===== config.mk =====
export PLATFORM = sky130hd
export DESIGN_NAME = jk_counter_ctrl_flat
export DESIGN_NICKNAME = d
export VERILOG_FILES = /design/src/rtl/jk_counter_ctrl_pkg.sv /design/src/rtl/jk_counter_ctrl_if.sv /design/src/rtl/jk_counter_ctrl_jk_cell.sv /design/src/rtl/jk_counter_ctrl.sv /design/src/flat_wrapper.sv
export SDC_FILE = /design/constraint.sdc
export NUM_CORES = 1
export LEC_CHECK = 0
export ABC_AREA = 1
export BUFFER_PORTS_ARGS = -buffer_cell sky130_fd_sc_hd__buf_2
export CORE_ASPECT_RATIO = 2
export CORE_MARGIN = 2
export CORE_UTILIZATION = 35
export CTS_CLUSTER_DIAMETER = 80
export CTS_CLUSTER_SIZE = 24
export DETAILED_ROUTE_END_ITERATION = 12
export PLACE_DENSITY_LB_ADDON = 0.15
export SYNTH_ARGS = -nofsm -noshare
export SYNTH_HDL_FRONTEND = slang
export SYNTH_HIERARCHICAL = 1
export SYNTH_SLANG_ARGS = --single-unit

===== constraint.sdc =====
create_clock -name clk -period 2 [get_ports clk]
set_clock_uncertainty 0.2 [all_clocks]
set_input_delay 0 -clock clk [delete_from_list [all_inputs] [get_ports clk]]
set_output_delay 0 -clock clk [all_outputs]
set_load 0.01 [all_outputs]

===== src/rtl/jk_counter_ctrl_pkg.sv =====
// Shared encodings for the JK-cell counter sequencer: FSM state codes and
// the J/K operation codes understood by every cell in the bank.
package jk_counter_ctrl_pkg;

  typedef logic [1:0] state_t;

  localparam state_t ST_IDLE = 2'd0;
  localparam state_t ST_LOAD = 2'd1;
  localparam state_t ST_RUN  = 2'd2;
  localparam state_t ST_DONE = 2'd3;

  localparam logic [1:0] JK_HOLD = 2'b00;
  localparam logic [1:0] JK_RST  = 2'b01;
  localparam logic [1:0] JK_SET  = 2'b10;
  localparam logic [1:0] JK_TGL  = 2'b11;

endpackage


===== src/rtl/jk_counter_ctrl_if.sv =====
// Control/status bundle between a client and the JK counter sequencer.
interface jk_counter_ctrl_if #(
  parameter int WIDTH = 4
);
  logic             start;
  logic             abort;
  logic             hold;
  logic             up_dn;
  logic [WIDTH-1:0] load_val;
  logic [WIDTH-1:0] terminal;
  logic [WIDTH-1:0] count;
  logic             busy;
  logic             done;

  modport master (
    output start, abort, hold, up_dn, load_val, terminal,
    input  count, busy, done
  );

  modport slave (
    input  start, abort, hold, up_dn, load_val, terminal,
    output count, busy, done
  );
endinterface


===== src/rtl/jk_counter_ctrl_jk_cell.sv =====
// Single JK flip-flop: hold / reset / set / toggle on the rising clock edge,
// cleared asynchronously while rst is low.
module jk_cell
  import jk_counter_ctrl_pkg::*;
(
  input  logic clk,
  input  logic rst,
  input  logic j,
  input  logic k,
  output logic q
);

  logic q_q;
  logic q_d;

  always_comb begin
    q_d = q_q;
    case ({j, k})
      JK_HOLD: q_d = q_q;
      JK_RST:  q_d = 1'b0;
      JK_SET:  q_d = 1'b1;
      JK_TGL:  q_d = ~q_q;
      default: q_d = q_q;
    endcase
  end

  always_ff @(posedge clk or negedge rst) begin
    if (!rst) begin
      q_q <= 1'b0;
    end else begin
      q_q <= q_d;
    end
  end

  assign q = q_q;

endmodule


===== src/rtl/jk_counter_ctrl.sv =====
// Sequencer driving a bank of JK cells as a loadable up/down counter that
// runs from a seed to a terminal value and pulses done on arrival.
module jk_counter_ctrl
  import jk_counter_ctrl_pkg::*;
#(
  parameter int WIDTH = 4
) (
  input  logic              clk,
  input  logic              rst,
  jk_counter_ctrl_if.slave  bus
);

  state_t           state_q, state_d;
  logic [WIDTH-1:0] seed_q, seed_d;
  logic [WIDTH-1:0] term_q, term_d;
  logic [WIDTH-1:0] count_vec;
  logic [WIDTH-1:0] t_up, t_dn, t_vec, step_val;
  logic [WIDTH-1:0] j_vec, k_vec;

  genvar gi;

  // Synchronous-counter toggle terms: a bit flips when all lower bits are
  // 1 (counting up) or all 0 (counting down).
  assign t_up[0] = 1'b1;
  assign t_dn[0] = 1'b1;
  generate
    for (gi = 1; gi < WIDTH; gi++) begin : g_tvec
      assign t_up[gi] = &count_vec[gi-1:0];
      assign t_dn[gi] = &(~count_vec[gi-1:0]);
    end
  endgenerate

  assign t_vec    = bus.up_dn ? t_up : t_dn;
  assign step_val = count_vec ^ t_vec;

  generate
    for (gi = 0; gi < WIDTH; gi++) begin : g_cell
      jk_cell u_cell (
        .clk (clk),
        .rst (rst),
        .j   (j_vec[gi]),
        .k   (k_vec[gi]),
        .q   (count_vec[gi])
      );
    end
  endgenerate

  always_comb begin
    state_d = state_q;
    seed_d  = seed_q;
    term_d  = term_q;
    j_vec   = '0;
    k_vec   = '0;
    case (state_q)
      ST_IDLE: begin
        if (bus.start) begin
          seed_d  = bus.load_val;
          term_d  = bus.terminal;
          state_d = ST_LOAD;
        end
      end
      ST_LOAD: begin
        if (bus.abort) begin
          k_vec   = '1;
          state_d = ST_IDLE;
        end else begin
          j_vec   = seed_q;
          k_vec   = ~seed_q;
          state_d = (seed_q == term_q) ? ST_DONE : ST_RUN;
        end
      end
      ST_RUN: begin
        // abort wins over hold and over reaching terminal on this edge
        if (bus.abort) begin
          k_vec   = '1;
          state_d = ST_IDLE;
        end else if (!bus.hold) begin
          j_vec = t_vec;
          k_vec = t_vec;
          if (step_val == term_q) begin
            state_d = ST_DONE;
          end
        end
      end
      ST_DONE: begin
        state_d = ST_IDLE;
      end
      default: begin
        state_d = ST_IDLE;
      end
    endcase
  end

  always_ff @(posedge clk or negedge rst) begin
    if (!rst) begin
      state_q <= ST_IDLE;
      seed_q  <= '0;
      term_q  <= '0;
    end else begin
      state_q <= state_d;
      seed_q  <= seed_d;
      term_q  <= term_d;
    end
  end

  assign bus.count = count_vec;
  assign bus.busy  = (state_q == ST_LOAD) || (state_q == ST_RUN);
  assign bus.done  = (state_q == ST_DONE);

endmodule


===== src/flat_wrapper.sv =====
// flat-port wrapper written by rule: the top's interface ports become plain ports
module jk_counter_ctrl_flat import jk_counter_ctrl_pkg::*;
#(
  parameter int WIDTH = 4
)
  (clk, rst, bus_start, bus_abort, bus_hold, bus_up_dn, bus_load_val, bus_terminal, bus_count, bus_busy, bus_done);
  jk_counter_ctrl_if #(.WIDTH(WIDTH)) bus_i ();
  input  logic clk;
  input  logic rst;
  input wire logic [$bits(bus_i.start)-1:0] bus_start;
  input wire logic [$bits(bus_i.abort)-1:0] bus_abort;
  input wire logic [$bits(bus_i.hold)-1:0] bus_hold;
  input wire logic [$bits(bus_i.up_dn)-1:0] bus_up_dn;
  input wire logic [$bits(bus_i.load_val)-1:0] bus_load_val;
  input wire logic [$bits(bus_i.terminal)-1:0] bus_terminal;
  output wire logic [$bits(bus_i.count)-1:0] bus_count;
  output wire logic [$bits(bus_i.busy)-1:0] bus_busy;
  output wire logic [$bits(bus_i.done)-1:0] bus_done;
  assign bus_i.start = bus_start;
  assign bus_i.abort = bus_abort;
  assign bus_i.hold = bus_hold;
  assign bus_i.up_dn = bus_up_dn;
  assign bus_i.load_val = bus_load_val;
  assign bus_i.terminal = bus_terminal;
  assign bus_count = bus_i.count;
  assign bus_busy = bus_i.busy;
  assign bus_done = bus_i.done;
  jk_counter_ctrl #(.WIDTH(WIDTH)) u_core (.clk(clk), .rst(rst), .bus(bus_i));
endmodule

==> run summary, run 1 <==
* DP HPWL: 1970 µm
* number of optimization iterations in the first detailed-route pass: 6
* static leakage power: 0.711 nW
* largest driver fanout on the critical path: 4
* footprint of the flip-flops and latches: 350 µm²
* I/O pin total: 20
* proportion of synthesized chip area in sequential cells: 33.5%
* CTS buffer count: 3
* Clock Path Buffers: 2
* Cell Rows: 28
* Reg2Reg Setup Slack: 0.20 ns
* overall routing resource usage: 16.6%
* most frequent standard cell in the layout excluding fill and tap cells: sky130_fd_sc_hd__nand2_1
* reg2reg end: u_core/g_cell[3].u_cell/q
* Port-buffer cells: 19
* routed wirelength normalized by instance count: 10.9 µm
* width of the die: 42.6 µm
* worst vdd rail ir drop: 0.000632 V
* Endpoint, Worst Hold: u_core/state_q[0]
* first-pass GRT wire length: 4380 µm
* main combinational cell family by area after synthesis: simple AND/OR/NAND/NOR gates
* TritonCTS clock tree: done
* remaining antenna violation count after routing: 0
* max_cap viols: 0
* fraction of layout cells with a size suffix above 1: 18.1%
* Routability Congestion: 0.810
* fin util: 46.3%
* Chip Height: 81.3 µm
* status: complete, no violations
* reg-to-reg startpoint: u_core/state_q[0]
* Worst Max-Slew Pin Slew: 0.680 ns
* setup violators final: 0
* clock latency on the worst-skew pair: 0.24 ns
* final setup TNS: 0 ns
* max-slew violation count: 0
* clock sink count: 14
* cell types with the largest area share after synthesis: sky130_fd_sc_hd__dfrtp_1 (34%), sky130_fd_sc_hd__nand2_1 (17%), sky130_fd_sc_hd__inv_1 (11%), sky130_fd_sc_hd__a21oi_1 (7.7%), sky130_fd_sc_hd__ha_1 (6.0%)
* register bit count reported by yosys: 14
* number of global-route vias before repair: 1084
* Core Box Area: 2910 µm²
* portion of netlist area occupied by mux cells: 3.23%
* arrival time worst endpoint: 1.79 ns
* nets in the synthesized netlist: 178
* final worst path period need: 1.80 ns
* pin count of the biggest net entering global routing: 15
* gate count after technology mapping: 159
* initial standard-cell utilization of the core: 35.9%
* Antenna diodes: 0
* number of H-tree branching levels: 1
* synthesis warning total: 6
* type of the worst min-delay path: in2reg
* endpoint type of the worst setup path: flip-flop
* grt total ovfl: 0
* headroom to the max-slew limit: 54.5%
* achievable clock frequency: 0.555 GHz
* overall die area: 3460 µm²
* most frequent cells in the layout: sky130_fd_sc_hd__nand2_1 (48), sky130_fd_sc_hd__inv_1 (31), sky130_fd_sc_hd__buf_2 (19)
* Post-Synthesis Mean Instance Area: 6.57 µm²
* vias after detailed routing: 1059
* final hold viol count: 0
* number of nets at the end of the flow: 214
* Adder-Cell Fraction of Synth Area: 5.99%
* kind of critical path: reg2reg
* total power divided by cell area: 1250 nW/µm²
* cell type with the highest aggregate area in the netlist: sky130_fd_sc_hd__dfrtp_1
* Root Buffer Master: sky130_fd_sc_hd__clkbuf_8
* DRC violation total after the first TritonRoute iteration: 18
* area used by multi-input combinational logic: 566 µm²
* Post-Synthesis Cell Area: 1040 µm²
* Hold Path Depth: 5
* vias per cell: 4.75
* post-synthesis share of cell area spent on and, or, nand and nor gates: 31.0%
* kind of launch point of the worst setup path: flip-flop
* post-synthesis xor/xnor area fraction: 3.35%
* number of resized instances in the post-cts repair step: 0
* setup repair after global routing missed its margin: no
* clock transition at the registers of the reported paths: 0.06 ns
* total detailed-routing wirelength: 2430 µm
* fill cell count: 321
* number of cells on the worst reg-to-reg path: 10
* post-detailed-route DRC marker count: 0
* area fraction of the dominant cell type after synthesis: 33.5%
* synth unique cells: 17
* Compound-Gate Fraction of Synth Area: 10.5%
* ratio of final minimum period to clock period: 90.1%
* WP data required: 1.98 ns
* hold path startpoint: bus_abort
* initial antenna violation count: 0
* Area Overhead vs Synth: 28.7%
synthesized netlist by cell type:
master	number
sky130_fd_sc_hd__buf_1	1
sky130_fd_sc_hd__ha_1	5
sky130_fd_sc_hd__nand3_1	11
sky130_fd_sc_hd__inv_1	31
sky130_fd_sc_hd__nor2_2	2
sky130_fd_sc_hd__mux2_2	3
sky130_fd_sc_hd__nand2_1	48
sky130_fd_sc_hd__o21ai_0	4
sky130_fd_sc_hd__o21ai_1	2
sky130_fd_sc_hd__buf_2	1
sky130_fd_sc_hd__nand2_2	4
sky130_fd_sc_hd__nor2_1	11
sky130_fd_sc_hd__dfrtp_1	14
sky130_fd_sc_hd__a21oi_1	16
sky130_fd_sc_hd__nand3_2	1
sky130_fd_sc_hd__inv_2	1
sky130_fd_sc_hd__xnor2_1	4
what timing repair did:
action | in CTS | in global routing
setup buffers | 0 | 0
endpoints found under the hold margin | 26 | 0
hold buffers | 12 | 0
through the flow:
stage	hold slack (ns)	instances	worst slack (ns)	power, mW	instance area, µm²
3_5_place_dp	-0.274	208	0.199	1.44	1180
3_3_place_gp	-0.275	208	0.250	1.42	1180
2_1_floorplan	-0.496	159	0.411	1.19	1040
4_1_cts	0.0349	223	0.187	1.70	1350
5_1_grt	0.0786	223	0.0129	1.85	1350
6_report	0.0405	223	0.198	1.68	1350
sequential cells by signal, summed over array words and instances (netlist names):
signal / flops
u_core/g_cell.u_cell/q: 4
u_core/seed_q: 4
u_core/state_q: 2
u_core/term_q: 4
power by group:
group	internal, mW	total, mW	switching [mW]
clock	0.133	0.229	0.0964
combinational	0.371	0.882	0.511
sequential	0.409	0.565	0.156
final cells by class:
class | instances | area share (%)
clock buffers | 3 | 3.07
well taps | 30 | 2.79
repair buffers | 33 | 17.1
multi-input cells | 111 | 42.0
inverters | 32 | 8.93
flip-flops and latches | 14 | 26.0
worst max-delay path by stage:
stage / start / to / slack (ns) / cells past startpoint
2_1_floorplan: u_core/state_q[0] / u_core/g_cell[3].u_cell/q / 0.41 / 10
3_3_place_gp: u_core/state_q[0] / u_core/g_cell[3].u_cell/q / 0.25 / 10
3_5_place_dp: u_core/state_q[0] / u_core/g_cell[3].u_cell/q / 0.20 / 10
4_1_cts: u_core/state_q[0] / u_core/g_cell[3].u_cell/q / 0.19 / 10
5_1_grt: u_core/state_q[0] / u_core/g_cell[3].u_cell/q / 0.01 / 10
6_report: u_core/state_q[0] / u_core/g_cell[3].u_cell/q / 0.20 / 10
layer usage:
| layer | vias to the layer above | global-route usage, % | share of wire (%) | routed length (µm) |
|---|---|---|---|---|
| li1 | 554 | - | - | - |
| met1 | 481 | 15.9 | 39 | 937 |
| met2 | 20 | 32.7 | 57 | 1390 |
| met3 | 4 | 1.56 | 2.3 | 55 |
| met4 | 0 | 9.38 | 1.5 | 37 |
| met5 | - | 0 | 0 | 0 |
critical path, cell delays in order (launching register included):
cell and delay (ns):
sky130_fd_sc_hd__dfrtp_1 0.41, sky130_fd_sc_hd__inv_1 0.12, sky130_fd_sc_hd__ha_1 0.15, sky130_fd_sc_hd__inv_1 0.05, sky130_fd_sc_hd__nor2_2 0.14, sky130_fd_sc_hd__inv_1 0.08
sky130_fd_sc_hd__nor2_1 0.22, sky130_fd_sc_hd__nand3_1 0.11, sky130_fd_sc_hd__a21oi_1 0.15, sky130_fd_sc_hd__nand2_1 0.07, sky130_fd_sc_hd__nand2_1 0.06
kinds of logic after synthesis:
logic type | after synthesis
AOI/OAI and AO/OA | 22
xor gates and xnor gates | 4
adders and majority gates | 5
DFF | 14
buffers and inverters | 34
and+or+nand+nor | 77
muxes | 3
No activity file was read; power rests on OpenSTA's default activity.
==> run 2: changes to the inputs <==
Settings changed: HOLD_SLACK_MARGIN set to 0.15.
==> run summary, run 2 (synthesis gave the netlist of run 1 again) <==
* area of all placed cells without fillers: 1370 µm², +1.5%
* number of nets at the end of the flow: 216, +0.93%
* initial antenna violation count: 0, unchanged
* final worst path period need: 1.81 ns, +0.00732 ns
* fin util: 46.9%, +0.69 points
* smallest setup slack after layout: 0.190 ns, -0.00732 ns
* delay of the slowest critical-path stage: 0.41 ns, about the same
* type of the worst min-delay path: in2reg
* ratio of final minimum period to clock period: 90.5%, +0.37 points
* DP HPWL: 1970 µm, unchanged
* final-layout worst hold slack: 0.313 ns, +0.272 ns
* I/O pin total: 20, unchanged
* setup slack at placement: 0.199 ns, unchanged
* clock latency on the worst-skew pair: 0.24 ns, about the same
* clock transition at the registers of the reported paths: 0.06 ns, about the same
* static leakage power: 0.719 nW, +1.2%
* overall routing resource usage: 16.7%, +0.045 points
* status: complete, no violations
* setup violators final: 0, unchanged
* kind of launch point of the worst setup path: flip-flop
* largest driver fanout on the critical path: 4, unchanged
* arrival time worst endpoint: 1.79 ns, about the same
* area used by multi-input combinational logic: 566 µm², unchanged
* Area Overhead vs Synth: 30.7%
* achievable clock frequency: 0.553 GHz, -0.40%
* endpoint type of the worst setup path: flip-flop
* most frequent cells in the layout: sky130_fd_sc_hd__nand2_1 (48), sky130_fd_sc_hd__inv_1 (31), sky130_fd_sc_hd__buf_2 (19)
* post-detailed-route DRC marker count: 0, unchanged
* Routability Congestion: 0.810, unchanged
* Worst Max-Slew Pin Slew: 0.680 ns, unchanged
* Port-buffer cells: 19, unchanged
* total detailed-routing wirelength: 2440 µm, +0.41%
* library cell contributing the largest single delay on the critical path: sky130_fd_sc_hd__dfrtp_1
* overall die area: 3460 µm², unchanged
* vias after detailed routing: 1069, +0.94%
* width of the die: 42.6 µm, unchanged
* final hold viol count: 0, unchanged
* max-slew violation count: 0, unchanged
* worst vdd rail ir drop: 0.000632 V, about the same
* total power divided by cell area: 1230 nW/µm², -1.3%
* number of global-route vias before repair: 1088, +0.37%
* footprint of the flip-flops and latches: 350 µm², unchanged
* headroom to the max-slew limit: 54.5%, unchanged
* fraction of layout cells with a size suffix above 1: 17.9%, -0.19 points
* cell mode on critical path: sky130_fd_sc_hd__inv_1
* number of resized instances in the post-cts repair step: 0, unchanged
* number of H-tree branching levels: 1, unchanged
* Cell Rows: 28, unchanged
* routed wirelength normalized by instance count: 10.8 µm, -0.48%
* first-pass GRT wire length: 4400 µm, +0.32%
* initial standard-cell utilization of the core: 35.9%, unchanged
* number of optimization iterations in the first detailed-route pass: 6, unchanged
* Core Box Area: 2910 µm², unchanged
* number of cells after detailed placement: 208, unchanged
* Cell Chain, Critical Path: inv_1 -> ha_1 -> inv_1 -> nor2_2 -> inv_1 -> nor2_1 -> nand3_1 -> a21oi_1 -> nand2_1 -> nand2_1
* WP data required: 1.98 ns, about the same
* power consumption: 1.68 mW, +0.18%
* pin count of the biggest net entering global routing: 15, unchanged
* Antenna diodes: 0, unchanged
* grt total ovfl: 0, unchanged
* fill cell count: 318, -0.93%
* max_cap viols: 0, unchanged
* CTS buffer count: 3, unchanged
* Placed Area: 1180 µm², unchanged
* Chip Height: 81.3 µm, unchanged
* kind of critical path: reg2reg
* clock sink count: 14, unchanged
* non-filler cells in the finished layout: 225, +0.90%
* post-CTS repair timing setup buffer count: 0, unchanged
* vias per cell: 4.75, about the same
* hold-fix buffer count after cts: 14, +2
* remaining antenna violation count after routing: 0, unchanged
* setup repair after global routing missed its margin: no
* final setup TNS: 0 ns, unchanged
* DRC violation total after the first TritonRoute iteration: 16, -2
* Clock Path Buffers: 2, unchanged
* TritonCTS clock tree: done
* Root Buffer Master: sky130_fd_sc_hd__clkbuf_8
* most frequent standard cell in the layout excluding fill and tap cells: sky130_fd_sc_hd__nand2_1
## run 2: cell count changes in the layout (fill, tap and decap cells not counted), sizes merged
cell	before	now
dlygate4sd3	12	14
## run 2: layer usage
layer,global-route usage (%),wire length [µm],up-vias
li1,-,-,558
met1,15.9,944,487
met2,32.9,1400,20
met3,1.56,55,4
met4,9.38,37,0
met5,0,0,-
## run 2: report_power, final
group	switching [mW]	internal, mW	total [mW]
logic	0.511	0.374	0.885
registers	0.155	0.409	0.565
clock network	0.0966	0.133	0.230
total	0.763	0.916	1.68
## run 2: final timing paths
path,end,startpoint,depth (start not counted),slack (ns)
min reg2reg,u_core/state_q[1],u_core/state_q[1],2,0.34
max,u_core/g_cell[3].u_cell/q,u_core/state_q[0],10,0.19
max reg2reg,u_core/g_cell[3].u_cell/q,u_core/state_q[0],10,0.19
min,u_core/term_q[0],bus_terminal[0],3,0.31
max in group asynchronous,u_core/g_cell[0].u_cell/q,rst,3,0.51
min in group asynchronous,u_core/seed_q[3],rst,3,0.65
## run 2: worst max-delay path, delay by kind of cell (launching register included)
kind,cells,cell delay (ns)
AOI/OAI and AO/OA,1,0.15
DFF,1,0.41
buffers and inverters,3,0.25
adders and majority gates,1,0.15
and+or+nand+nor,5,0.60
## run 2: area by class of cell
cell class	instances	area share, %
Timing Repair Buffer	35	18.3
Multi-Input combinational cell	111	41.4
Clock buffer	3	3.02
Sequential cell	14	25.7
Tap cell	30	2.75
Inverter	32	8.80
==> run 3: changes to the inputs <==
Settings changed: CORE_ASPECT_RATIO 2 to unset, CORE_UTILIZATION 35 to 23, REMOVE_ABC_BUFFERS set to 1.
==> run summary, run 3 (synthesis gave the netlist of run 1 again) <==
* fraction of layout cells with a size suffix above 1: 18.4%, +0.42 points
* Cell Rows: 24, -14%
* first-pass GRT wire length: 4390 µm, -0.16%
* library cell contributing the largest single delay on the critical path: sky130_fd_sc_hd__dfrtp_1
* arrival time worst endpoint: 1.80 ns, about the same
* cell mode on critical path: sky130_fd_sc_hd__inv_1
* final setup TNS: 0 ns, unchanged
* Placed Area: 1210 µm², +2.3%
* worst vdd rail ir drop: 0.000254 V, -60%
* cell family contributing the most delay on the critical path: simple AND/OR/NAND/NOR gates
* endpoint type of the worst setup path: flip-flop
* number of nets at the end of the flow: 216, unchanged
* combined buffer and inverter count along the critical path: 3, unchanged
* Routability Congestion: 0.810, about the same
* CTS buffer count: 3, unchanged
* area of all placed cells without fillers: 1410 µm², +3.0%
* most frequent standard cell in the layout excluding fill and tap cells: sky130_fd_sc_hd__nand2_1
* Root Buffer Master: sky130_fd_sc_hd__clkbuf_8
* clock transition at the registers of the reported paths: 0.07 ns, about the same
* max_cap viols: 0, unchanged
* width of the die: 71.4 µm, +67%
* clock latency on the worst-skew pair: 0.26 ns, +0.02 ns
* vias per cell: 4.21, -11%
* overall routing resource usage: 11.1%, -5.5 points
* type of the worst min-delay path: in2reg
* setup repair after global routing missed its margin: no
* initial standard-cell utilization of the core: 24.0%, -12 points
* routed wirelength normalized by instance count: 10.5 µm, -2.8%
* Antenna diodes: 0, unchanged
* Chip Height: 71.4 µm, -12%
* total detailed-routing wirelength: 2610 µm, +7.1%
* number of H-tree branching levels: 1, unchanged
* WP data required: 1.99 ns, about the same
* headroom to the max-slew limit: 54.3%, -0.14 points
* fill cell count: 484, +52%
* largest driver fanout on the critical path: 4, unchanged
* pin count of the biggest net entering global routing: 15, unchanged
* static leakage power: 0.726 nW, +1.0%
* kind of critical path: reg2reg
* setup violators final: 0, unchanged
* Reg2Reg Setup Slack: 0.19 ns, about the same
* clock sink count: 14, unchanged
* remaining antenna violation count after routing: 0, unchanged
* Worst Max-Slew Pin Slew: 0.683 ns, +0.00209 ns
* vias after detailed routing: 1045, -2.2%
* Core Box Area: 4350 µm², +50%
* number of resized instances in the post-cts repair step: 0, unchanged
* Cell Chain, Critical Path: inv_1 -> ha_1 -> inv_1 -> nor2_2 -> inv_1 -> nor2_1 -> nand3_1 -> a21oi_1 -> nand2_1 -> nand2_1
* number of optimization iterations in the first detailed-route pass: 4, -2
* Area Overhead vs Synth: 34.6%
* number of global-route vias before repair: 992, -8.8%
* TritonCTS clock tree: done
* Port-buffer cells: 19, unchanged
* final worst path period need: 1.81 ns, -0.00160 ns
* max-slew violation count: 0, unchanged
* status: complete, no violations
* I/O pin total: 20, unchanged
* grt total ovfl: 0, unchanged
* kind of launch point of the worst setup path: flip-flop
* delay of the slowest critical-path stage: 0.41 ns, about the same
* ratio of final minimum period to clock period: 90.4%, about the same
* Clock Path Buffers: 2, unchanged
* Hold Path Depth: 3, unchanged
* overall die area: 5100 µm², +47%
* achievable clock frequency: 0.553 GHz, about the same
* critical path depth: 10, unchanged
* number of cells on the worst reg-to-reg path: 10, unchanged
* post-detailed-route DRC marker count: 0, unchanged
* most frequent cells in the layout: sky130_fd_sc_hd__nand2_1 (48), sky130_fd_sc_hd__inv_1 (31), sky130_fd_sc_hd__buf_2 (19)
* initial antenna violation count: 0, unchanged
* DP HPWL: 2020 µm, +2.9%
* DRC violation total after the first TritonRoute iteration: 37, +21
* total power divided by cell area: 1250 nW/µm², +1.4%
* final hold viol count: 0, unchanged
## run 3: cell count changes in the layout (fill, tap and decap cells not counted), sizes merged
cell	change
clkbuf	+1
## run 3: worst register-to-register path, cell delays in order, from the launching register on
cell and delay, ns:
sky130_fd_sc_hd__dfrtp_1 0.41, sky130_fd_sc_hd__inv_1 0.11, sky130_fd_sc_hd__ha_1 0.15, sky130_fd_sc_hd__inv_1 0.05, sky130_fd_sc_hd__nor2_2 0.13, sky130_fd_sc_hd__inv_1 0.08
sky130_fd_sc_hd__nor2_1 0.21, sky130_fd_sc_hd__nand3_1 0.11, sky130_fd_sc_hd__a21oi_1 0.15, sky130_fd_sc_hd__nand2_1 0.07, sky130_fd_sc_hd__nand2_1 0.05
## run 3: final timing paths
kind	start	end
worst max-delay path	u_core/state_q[0]	u_core/g_cell[3].u_cell/q
worst min-delay path	bus_load_val[3]	u_core/seed_q[3]
worst max register to register	u_core/state_q[0]	u_core/g_cell[3].u_cell/q
worst min register to register	u_core/state_q[1]	u_core/state_q[1]
max in group asynchronous	rst	u_core/seed_q[3]
min in group asynchronous	rst	u_core/g_cell[2].u_cell/q
## run 3: layout make-up
cell class	count	area, µm²	area share (%)
multi-input cells	111	566	40.2
flip-flops and latches	14	350	24.9
repair buffers	35	250	17.8
clock buffers	4	55.1	3.91
well taps	52	65.1	4.63
inverters	32	120	8.54
## run 3: repair_timing
| action | CTS | global route |
|---|---|---|
| hold buffers | 14 | 0 |
| endpoints found under the hold margin | 28 | 0 |
| setup buffers | 0 | 0 |
## run 3: power breakdown
group / total (mW) / switching, mW / internal [mW]
Clock: 0.298 / 0.123 / 0.175
Sequential: 0.560 / 0.151 / 0.409
Combinational: 0.896 / 0.521 / 0.375
Total: 1.75 / 0.796 / 0.959
## run 3: through the flow
step | cells | util (%) | setup WS, ns | hold WS (ns) | total power, mW
floorplan | 157 | - | 0.411 | -0.496 | 1.18
global placement | 230 | 27.8 | 0.281 | -0.275 | 1.44
detailed placement | 230 | 27.8 | 0.225 | -0.272 | 1.45
CTS | 248 | 32.3 | 0.203 | 0.313 | 1.78
global route | 248 | 32.3 | 0.0101 | 0.318 | 1.94
finish | 248 | 32.3 | 0.192 | 0.313 | 1.75
## run 3: routing by layer
metal	vias to the layer above	GRT usage [%]	part of all wire, %
li1	558	-	-
met1	469	13.6	47
met2	16	19.0	50
met3	2	1.27	2.6
met4	0	6.08	0.65
met5	-	0	0
